<file path="src/rtl/lc3_int_ctrl.sv">
// Interrupt controller for lc3_control: edge-latched requests, fixed-priority arbitration
// against PSR priority, frozen vector/priority presentation until ack or withdrawal.
module lc3_int_ctrl #(
    parameter int                   NUM_SRC = 4,
    parameter logic [3*NUM_SRC-1:0] SRC_PRI = 12'b100_100_010_001,
    parameter logic [8*NUM_SRC-1:0] SRC_VEC = 32'h83828180
) (
    input  logic               clk,
    input  logic               rst,
    input  logic [NUM_SRC-1:0] irq,
    input  logic               irqEnWE,
    input  logic [NUM_SRC-1:0] irqEnWData,
    output logic [NUM_SRC-1:0] irqEn,
    output logic [NUM_SRC-1:0] pending,
    input  logic [2:0]         curPri,
    input  logic               intAck,
    output logic               INT,
    output logic [7:0]         INTV,
    output logic [2:0]         intPri
);
    localparam int SW = (NUM_SRC > 1) ? $clog2(NUM_SRC) : 1;

    typedef enum logic [1:0] {
        S_IDLE    = 2'd0,
        S_ASSERT  = 2'd1,
        S_SERVICE = 2'd2
    } state_t;

    state_t             r_state;
    state_t             w_state_nxt;
    logic [NUM_SRC-1:0] r_irq_d;
    logic [NUM_SRC-1:0] r_pend;
    logic [NUM_SRC-1:0] r_en;
    logic [SW-1:0]      r_src;
    logic [7:0]         r_vec;
    logic [2:0]         r_pri;

    logic [NUM_SRC-1:0] w_rise;
    logic [NUM_SRC-1:0] w_cand;
    logic [NUM_SRC-1:0] w_clr_vec;
    logic               w_win_vld;
    logic [SW-1:0]      w_win_src;
    logic [2:0]         w_win_pri;
    logic               w_int;
    logic               w_ack_clr;
    logic               w_latch;

    assign w_rise = irq & ~r_irq_d;

    // Strictly-greater compare while scanning upward keeps the lowest index on ties.
    always_comb begin
        w_cand    = '0;
        w_win_vld = 1'b0;
        w_win_src = '0;
        w_win_pri = 3'd0;
        for (int i = 0; i < NUM_SRC; i++) begin
            w_cand[i] = r_pend[i] & r_en[i] & (SRC_PRI[3*i +: 3] > curPri);
            if (w_cand[i] && (SRC_PRI[3*i +: 3] > w_win_pri)) begin
                w_win_vld = 1'b1;
                w_win_src = SW'(i);
                w_win_pri = SRC_PRI[3*i +: 3];
            end
        end
    end

    always_comb begin
        w_state_nxt = r_state;
        w_int       = 1'b0;
        w_ack_clr   = 1'b0;
        w_latch     = 1'b0;
        case (r_state)
            S_IDLE: begin
                if (w_win_vld) begin
                    w_latch     = 1'b1;
                    w_state_nxt = S_ASSERT;
                end
            end
            S_ASSERT: begin
                w_int = r_en[r_src] & (r_pri > curPri);
                if (intAck) begin
                    w_ack_clr   = 1'b1;
                    w_state_nxt = S_SERVICE;
                end else if (!w_int) begin
                    w_state_nxt = S_IDLE;
                end
            end
            S_SERVICE: w_state_nxt = S_IDLE;
            default:   w_state_nxt = S_IDLE;
        endcase
    end

    assign w_clr_vec = w_ack_clr ? (NUM_SRC'(1) << r_src) : '0;

    always_ff @(posedge clk) begin
        if (!rst) begin
            r_state <= S_IDLE;
            r_irq_d <= '0;
            r_pend  <= '0;
            r_en    <= '0;
            r_src   <= '0;
            r_vec   <= 8'd0;
            r_pri   <= 3'd0;
        end else begin
            r_state <= w_state_nxt;
            r_irq_d <= irq;
            // A fresh rise on the acked source survives the clear.
            r_pend  <= (r_pend & ~w_clr_vec) | w_rise;
            if (irqEnWE) begin
                r_en <= irqEnWData;
            end
            if (w_latch) begin
                r_src <= w_win_src;
                r_vec <= SRC_VEC[8*w_win_src +: 8];
                r_pri <= w_win_pri;
            end
        end
    end

    assign INT     = w_int & rst;
    assign INTV    = r_vec;
    assign intPri  = r_pri;
    assign irqEn   = r_en;
    assign pending = r_pend;
endmodule

</file>
<file path="config.mk">
export PLATFORM = sky130hd
export DESIGN_NAME = lc3_int_ctrl
export DESIGN_NICKNAME = d
export VERILOG_FILES = /design/src/rtl/lc3_int_ctrl.sv
export SDC_FILE = /design/constraint.sdc
export NUM_CORES = 1
export LEC_CHECK = 0
export CAP_MARGIN = 20
export CORE_ASPECT_RATIO = 1.4
export CORE_UTILIZATION = 23
export DETAILED_ROUTE_END_ITERATION = 10
export DONT_BUFFER_PORTS = 1
export PLACE_DENSITY_LB_ADDON = 0.15
export SYNTH_ARGS = -nofsm -noshare
export SYNTH_HDL_FRONTEND = slang
export SYNTH_SLANG_ARGS = --single-unit
</file>
<file path="constraint.sdc">
create_clock -name clk -period 1.93 [get_ports clk]
set_clock_uncertainty 0.05 [all_clocks]
set_input_delay 0.386 -clock clk [delete_from_list [all_inputs] [get_ports clk]]
set_output_delay 0.386 -clock clk [all_outputs]
set_load 0.005 [all_outputs]
</file>
==> run metrics, run 1 <==
final hold viol count 0; Pwr Total ~0.00077 W; chip height around 77 um; R2R setup slack 0.45 ns; GR Util All Layers 0.1086; CTS Sinks 19; num rows 26; RR Endpoint r_state[0]; Mapped Cells 102; post-synth top area cell dfxtp_1; worst min-delay path class input port to flip-flop; status complete, no violations; layout cell share with drive strength beyond 1 0.1176; RSZ-0062 raised after global routing no; ys flop type dfxtp_1; Synth top cells by count dfxtp_1 (19), nand2_1 (8), nor2_1 (7); minimum clock period 1.801 ns; Adder-Cell Fraction of Synth Area 0.04110; asr flop ratio synth 0; worst-skew pair later-pin latency 0.25 ns; Hold Path Depth 1; critical path data arrival time 1.37 ns; # fillers 426; Slew Viols, Final 0; DRC 0; vias post-DR 701; hold buffer count at CTS 0; initial antenna violation count 0; Setup Fix Bufs, Post-CTS 0; simple-gate area share of the yosys netlist 0.2219; IO buf count 0; router iterations before antenna repair 4; Final setup viols 0; I/O pins 35; post-synthesis mux area share 0.06849; first-pass GRT wire length 3663 um; Worst Path Max Fanout 7; Die Area between 4000 and 5000 um^2; largest net degree at the start of global routing 16; Pwr Density 786.0 nW/um^2; EDFF count, synth 0; launching point of the worst reg2reg path INTV[1]; sequential area share after synthesis 0.4164; R2R depth 3; Netlist Area Pre-Place roughly 910 um^2; post-route antenna net violation count 0; n_diodes 0; post-synth top area share 0.4164; CTS tree done; initial core utilization 0.2463; Pleak approximately 0.39 nW; period utilisation layout 0.9332; Fmax achieved between 0.5 and 0.6 GHz; synth unique cells 29; Die Span X about 55 um; worst ir drop on vdd 336.1 uV; post-layout net count 121; total gr overflow 0; via/cell ratio 4.868; final WL about 2200 um; Root Buffer clkbuf_8; hpwl dp 1742 um; Hold Startpoint rst; Clock transition at path regs 0.07 ns; XOR/XNOR share of the synthesized area 0; Synth Register Bits 19; Synth-to-Final Area Change 7.260%; syn_area_per_cell around 9.0 um^2; yosys warns 0; Startpoint Class flip-flop; setup TNS 0 ns; Core Area 3709 um^2; GPL Wtd Cong 0.8502; largest family of logic cells by synthesized area simple AND/OR/NAND/NOR gates; dominant cell by count in the synthesized netlist dfxtp_1; CTS max path bufs 2; vias in the first global route 734; WS Path Type flip-flop to output pin; Synth area leaders dfxtp_1 (42%), buf_4 (4.9%), mux2i_1 (4.4%); hold worst-path end INTV[7]; max_cap viols 0; H-tree lvl count 1; critical path capture point type output pin; Crit path required time around 1.5 ns; Wirelength per Cell 15.17 um; complex-gate fraction of the synthesized area 0.1616; DR iter-0 viols 13; Num CTS Buffers 3
[worst max-delay path by stage]
| stage | to | slack (ns) | from | cells after the start |
|---|---|---|---|---|
| after floorplan | INT | 0.33 | INTV[1] | 2 |
| after global placement | INT | 0.37 | INTV[1] | 2 |
| after detailed placement | INT | 0.32 | INTV[1] | 2 |
| after CTS | INT | 0.02 | INTV[1] | 2 |
| after global routing | INT | 0.04 | INTV[1] | 4 |
| final | INT | 0.13 | INTV[1] | 2 |
[per-layer routing]
metal,track usage,share of wire,up-vias,wire (um)
met1,0.1211,0.40,337,868
met4,0.04250,0.012,0,27
li1,-,-,342,-
met3,0.04244,0.068,4,149
met2,0.1831,0.52,18,1138
met5,0,0,-,0
[critical path, stage by stage (launching register included)]
cell     delay, ns
dfxtp_2       0.40
mux4_2        0.52
and3_4        0.19
[state kept, by name, summed over array words and instances, names as in the netlist]
register,count
INTV,2
intPri,2
irqEn,4
pending,4
r_irq_d,4
r_src,1
r_state,2
[cells in the final DEF (no fill, tap or decap), types with 4 or more instances in the layout]
| master | instances |
|---|---|
| a21oi_1 | 6 |
| and2_1 | 5 |
| conb_1 | 5 |
| dfxtp_1 | 18 |
| inv_1 | 6 |
| mux2i_1 | 4 |
| nand2_1 | 8 |
| nand2b_1 | 4 |
| nor2_1 | 7 |
| o21ai_0 | 5 |
[layout make-up]
| class | instances | area, um^2 | area share |
|---|---|---|---|
| clock buffers | 3 | 41.29 | 0.04215 |
| multi-input cells | 72 | 469.2 | 0.4789 |
| flip-flops and latches | 19 | 381.6 | 0.3895 |
| well taps | 42 | 52.55 | 0.05364 |
| inverters | 6 | 22.52 | 0.02299 |
| repair buffers | 1 | 7.507 | 0.007663 |
| clock inverters | 1 | 5.005 | 0.005109 |
[cell families (layout without fill, tap and decap cells)]
logic type / after synthesis / after routing
AOI/OAI and AO/OA: 23 / 23
adders and majority gates: 3 / 3
buffers and inverters: 15 / 11
DFF: 19 / 19
muxes: 5 / 5
other: 1 / 5
and+or+nand+nor: 36 / 36
[where the power goes]
group | switching (W) | internal (W) | total [W]
logic | 0.0000277 | 0.0000289 | 0.0000566
clock network | 0.000137 | 0.000143 | 0.000280
registers | 0.0000213 | 0.000412 | 0.000433
total | 0.000186 | 0.000584 | 0.000770
[per-stage QoR]
step / instances / cell area [um^2] / hold WS, ns / utilization / setup slack, ns
global route: 144 / 979.7 / 0.1818 / 0.2642 / 0.03548
CTS: 144 / 978.4 / 0.1879 / 0.2638 / 0.02139
finish: 144 / 979.7 / 0.1954 / 0.2642 / 0.1288
global placement: 140 / 932.1 / 0.4328 / 0.2514 / 0.3706
detailed placement: 140 / 932.1 / 0.4336 / 0.2514 / 0.3203
floorplan: 106 / 928.4 / 0.4125 / - / 0.3261
[timing repair]
item,in CTS,in global routing
setup endpoints to repair,0,1
resized for setup,0,1
endpoints found under the hold margin,0,0
(Power assumes the default switching activity.)
==> run 2, diff against run 1 <==
CORE_UTILIZATION = 40   (was 23)
GPL_TIMING_DRIVEN = 0   (was default)
==> run metrics, run 2 (synthesis results as in run 1) <==
Clock transition at path regs 0.11 ns (+0.04 ns); Synth-to-Final Area Change 8.630%; hold buffer count at CTS 0 (unchanged); sw frac 0.2455 (+0.004058); GPL Wtd Cong 0.7469 (-12%); most common cell after layout, fill and taps aside dfxtp_1; DR iter-0 viols 25 (+12); met1 global-route usage 0.1862 (+0.06509); busiest grt layer met2; H-tree lvl count 1 (unchanged); initial antenna violation count 0 (unchanged); total gr overflow 0 (unchanged); critical path capture point type output pin; vias in the first global route 737 (+0.41%); status complete, no violations; num rows 20 (-23%); final hold viol count 0 (unchanged); Worst Path Max Fanout 6 (-1); DRC 0 (unchanged); Die Area 2481 um^2 (-41%); IO buf count 0 (unchanged); setup TNS 0 ns (unchanged); Critical Path Max Stage Delay 0.52 ns (about the same); CTS max path bufs 2 (unchanged); internal power 0.0005278 W (-9.6%); via/cell ratio 5.504 (+13%); Worst Slack Setup Final 0.08788 ns (-0.04095 ns); final WL 1911 um (-13%); critical path data arrival time 1.41 ns (+0.04 ns); Die Span X 42.39 um (-23%); worst ir drop on vdd 389.1 uV (+16%); Sw Pwr 0.0001718 W (-7.6%); Pwr Density 705.1 nW/um^2 (-10%); DP Worst Slack 0.1653 ns (-0.1550 ns); largest net degree at the start of global routing 11 (-5); worst min-delay path class input port to flip-flop; GR Util All Layers 0.1700 (+0.06134); # fillers 234 (-45%); RSZ-0062 raised after global routing no; Wirelength per Cell 14.37 um (-5.3%); layout cell share with drive strength beyond 1 0.1622 (+0.04452); initial core utilization 0.4244 (+0.1781); CTS Sinks 19 (unchanged); met3 usage 0.04601 (+0.003567); Fmax achieved 0.5429 GHz (-2.2%); crit-path leading delay family multiplexers; Num CTS Buffers 3 (unchanged); post-route antenna net violation count 0 (unchanged); commonest non-fill, non-tap cells in the layout dfxtp_1 (17), nand2_1 (8), nor2_1 (7); Startpoint Class flip-flop; Pleak 0.4179 nW (+6.6%); Slew Viols, Final 0 (unchanged); GR Util met2 0.2945 (+0.1114); combinational share of power 0.100 (+0.027); worst-skew pair later-pin latency 0.30 ns (+0.05 ns); minimum clock period 1.842 ns (+0.04095 ns); crit-path cells mux4_2, and3_4; slowest CP cell mux4_2; Crit path required time 1.49 ns (about the same); n_diodes 0 (unchanged); max_cap viols 0 (unchanged); CTS tree done; R2R setup slack 0.45 ns (about the same); Final setup viols 0 (unchanged); sequential share of power 0.617 (+0.055); router iterations before antenna repair 4 (unchanged); vias post-DR 732 (+4.4%); Root Buffer clkbuf_4; I/O pins 35 (unchanged); Worst Path Buf+Inv 0 (unchanged); post-layout net count 130 (+7.4%); chip height 58.54 um (-24%); Core Area 2152 um^2 (-42%); WS Path Type flip-flop to output pin; clock power share 0.284 (-0.080); hpwl dp 1439 um (-17%); first-pass GRT wire length 3174 um (-13%); period utilisation layout 0.9545 (+0.02122)
## run 2: changes by cell type in the layout (fill, tap and decap cells not counted)
cell / before / now
clkbuf_4: 0 / 3
buf_4: 1 / 6
clkbuf_1: 0 / 4
clkbuf_2: 0 / 1
clkbuf_8: 3 / 0
dfxtp_4: 0 / 1
clkinv_2: 1 / 0
dfxtp_1: 18 / 17
## run 2: path summary, 6_finish.rpt
check	from	to	cells past startpoint
setup reg to reg	INTV[1]	r_state[0]	3
hold / removal	irq[3]	r_irq_d[3]	1
setup / recovery	INTV[1]	INT	2
hold reg to reg	r_irq_d[0]	pending[0]	2
## run 2: what timing repair did
item                       CTS  global route
buffers inserted             0             1
resized for setup            2             1
pin swaps                    0             1
setup endpoints to repair    1             1
## run 2: area by class of cell
| cell class | count | area, um^2 | share of cell area |
|---|---|---|---|
| clock buffers | 4 | 26.28 | 0.02648 |
| plain buffers | 9 | 56.30 | 0.05675 |
| repair buffers | 1 | 5.005 | 0.005044 |
| flip-flops and latches | 19 | 385.4 | 0.3884 |
| multi-input cells | 72 | 469.2 | 0.4729 |
| well taps | 22 | 27.53 | 0.02774 |
| inverters | 6 | 22.52 | 0.02270 |
## run 2: per-layer routing
metal / up-vias / share of wire
met4: 0 / 0.022
met5: - / 0
met1: 341 / 0.40
met2: 28 / 0.50
met3: 5 / 0.078
li1: 358 / -
## run 2: power by group through the flow
stage / Combinational [W] / Clock [W] / Sequential, W
after floorplan: 0.0000587 / 0 / 0.000435
after global placement: 0.0000666 / 0 / 0.000442
after detailed placement: 0.0000683 / 0 / 0.000442
after CTS: 0.0000684 / 0.000207 / 0.000433
after global routing: 0.0000801 / 0.000223 / 0.000435
final: 0.0000697 / 0.000199 / 0.000431
## run 2: per-stage QoR
stage / power (W) / util / cell area [um^2] / std cells / hold WS (ns)
2_1_floorplan: 0.0004941 / - / 928.4 / 106 / 0.4125
3_3_place_gp: 0.0005086 / 0.4442 / 955.9 / 128 / 0.4213
3_5_place_dp: 0.0005108 / 0.4442 / 955.9 / 128 / 0.4318
4_1_cts: 0.0007083 / 0.4581 / 985.9 / 132 / 0.1490
5_1_grt: 0.0007384 / 0.4610 / 992.2 / 133 / 0.1461
6_report: 0.0006996 / 0.4610 / 992.2 / 133 / 0.1527
==> run 3, diff against run 2 <==
BUFFER_PORTS_ARGS = -buffer_cell sky130_fd_sc_hd__buf_2   (was default)
DONT_BUFFER_PORTS = default   (was 1)
==> run metrics, run 3 (synthesis results as in run 1) <==
worst ir drop on vdd 513.4 uV (+32%); Pleak 0.5574 nW (+33%); post-route cell area 1167 um^2 (+18%); CTS Sinks 19 (unchanged); Worst Path Max Fanout 3 (-3); Slew Viols, Final 0 (unchanged); vias post-DR 841 (+15%); DRC 0 (unchanged); critical path data arrival time 1.50 ns (+0.09 ns); largest net degree at the start of global routing 11 (unchanged); vias in the first global route 776 (+5.3%); Placed Area 1096 um^2 (+15%); Finished Core Util 0.5424 (+0.08140); Die Area 2481 um^2 (unchanged); final hold viol count 0 (unchanged); initial core utilization 0.4244 (unchanged); WS Path Type flip-flop to output pin; RSZ-0062 raised after global routing yes; Core Area 2152 um^2 (unchanged); Startpoint Class flip-flop; period utilisation layout 1.001 (+0.04687); minimum clock period 1.933 ns (+0.09045 ns); num rows 20 (unchanged); Root Buffer clkbuf_4; router iterations before antenna repair 4 (unchanged); crit-path leading delay family multiplexers; status finished, violations left; I/O pins 35 (unchanged); post-route antenna net violation count 0 (unchanged); hpwl dp 1486 um (+3.3%); failing checks negative setup slack; post-layout net count 160 (+23%); worst min-delay path class input port to flip-flop; hold buffer count at CTS 0 (unchanged); worst hold slack 0.2559 ns (+0.1032 ns); critical path capture point type output pin; Clock transition at path regs 0.11 ns (about the same); max_cap viols 0 (unchanged); H-tree lvl count 1 (unchanged); GPL Wtd Cong 0.7865 (+5.3%); # fillers 231 (-1.3%); Worst Slack Setup Final -0.002571 ns (-0.09045 ns); Critical Path Max Stage Delay 0.52 ns (about the same); Worst Path Buf+Inv 1 (+1); CTS max path bufs 2 (unchanged); Synth-to-Final Area Change 27.81%; Fmax achieved 0.5174 GHz (-4.7%); n_diodes 0 (unchanged); first-pass GRT wire length 3146 um (-0.88%); final WL 1987 um (+4.0%); CTS tree done; chip height 58.54 um (unchanged); DR iter-0 viols 22 (-12%); area occupied by registers 384.1 um^2 (-0.32%); setup TNS -0.002571 ns (-0.002571 ns); total gr overflow 0 (unchanged); Wirelength per Cell 12.19 um (-15%); initial antenna violation count 0 (unchanged); Pwr Density 627.4 nW/um^2 (-11%); crit-path cells mux4_2, and3_4, buf_6; layout cell share with drive strength beyond 1 0.3404 (+0.1783); Crit path required time 1.49 ns (about the same); most common cell after layout, fill and taps aside buf_2; IO buf count 28 (+28); Die Span X 42.39 um (unchanged); slowest CP cell mux4_2; worst-skew pair later-pin latency 0.29 ns (about the same); GR Util All Layers 0.1692 (-0.0007442); area of the multi-input gates 481.7 um^2 (+2.7%); Num CTS Buffers 3 (unchanged); commonest non-fill, non-tap cells in the layout buf_2 (27), dfxtp_1 (18), buf_4 (9); Final setup viols 1 (+1); via/cell ratio 5.160 (-6.3%)
-- run 3: layer usage --
layer	vias up	share of wire	track usage
met4	0	0.0096	0.06696
met1	388	0.41	0.1897
met5	-	0	0
met2	29	0.52	0.3121
met3	2	0.062	0.03067
li1	422	-	-
-- run 3: worst register-to-register path, delay by kind of cell, from the launching register on --
kind,cells,cell delay (ns)
AOI/OAI and AO/OA,1,0.22
DFF,1,0.39
muxes,1,0.52
and+or+nand+nor,1,0.19
-- run 3: timing repair --
| item | in CTS | in global routing |
|---|---|---|
| hold endpoints to repair | 0 | 0 |
| resized for setup | 4 | 1 |
| endpoints found under the setup margin | 1 | 1 |
| buffers inserted | 3 | 0 |
-- run 3: where the power goes --
group          switching (W)  internal, W  total, W
Sequential         0.0000169     0.000411  0.000428
Combinational      0.0000504    0.0000588  0.000109
Clock               0.000115    0.0000802  0.000195
Total               0.000182     0.000550  0.000732
-- run 3: path summary, 6_finish.rpt --
| kind | startpoint | endpoint | slack [ns] | depth (start not counted) |
|---|---|---|---|---|
| setup reg to reg | INTV[1] | r_state[0] | 0.45 | 3 |
| hold / removal | irq[3] | r_irq_d[3] | 0.26 | 2 |
| hold reg to reg | INTV[7] | INTV[7] | 0.41 | 1 |
| setup / recovery | INTV[1] | INT | -0.003 | 3 |
-- run 3: layout make-up --
type | instances | share of cell area
repair buffers | 31 | 0.1447
flip-flops and latches | 19 | 0.3290
well taps | 22 | 0.02358
inverters | 6 | 0.01929
clock buffers | 4 | 0.02251
plain buffers | 9 | 0.04823
multi-input cells | 72 | 0.4126
-- run 3: stage by stage --
| step | setup slack [ns] | power (W) | instances |
|---|---|---|---|
| finish | -0.002571 | 0.0007324 | 163 |
| global placement | 0.09570 | 0.0005363 | 156 |
| CTS | -0.005054 | 0.0007409 | 163 |
| floorplan | 0.3261 | 0.0004941 | 106 |
| detailed placement | 0.06316 | 0.0005399 | 156 |
| global route | -0.04675 | 0.0007736 | 163 |
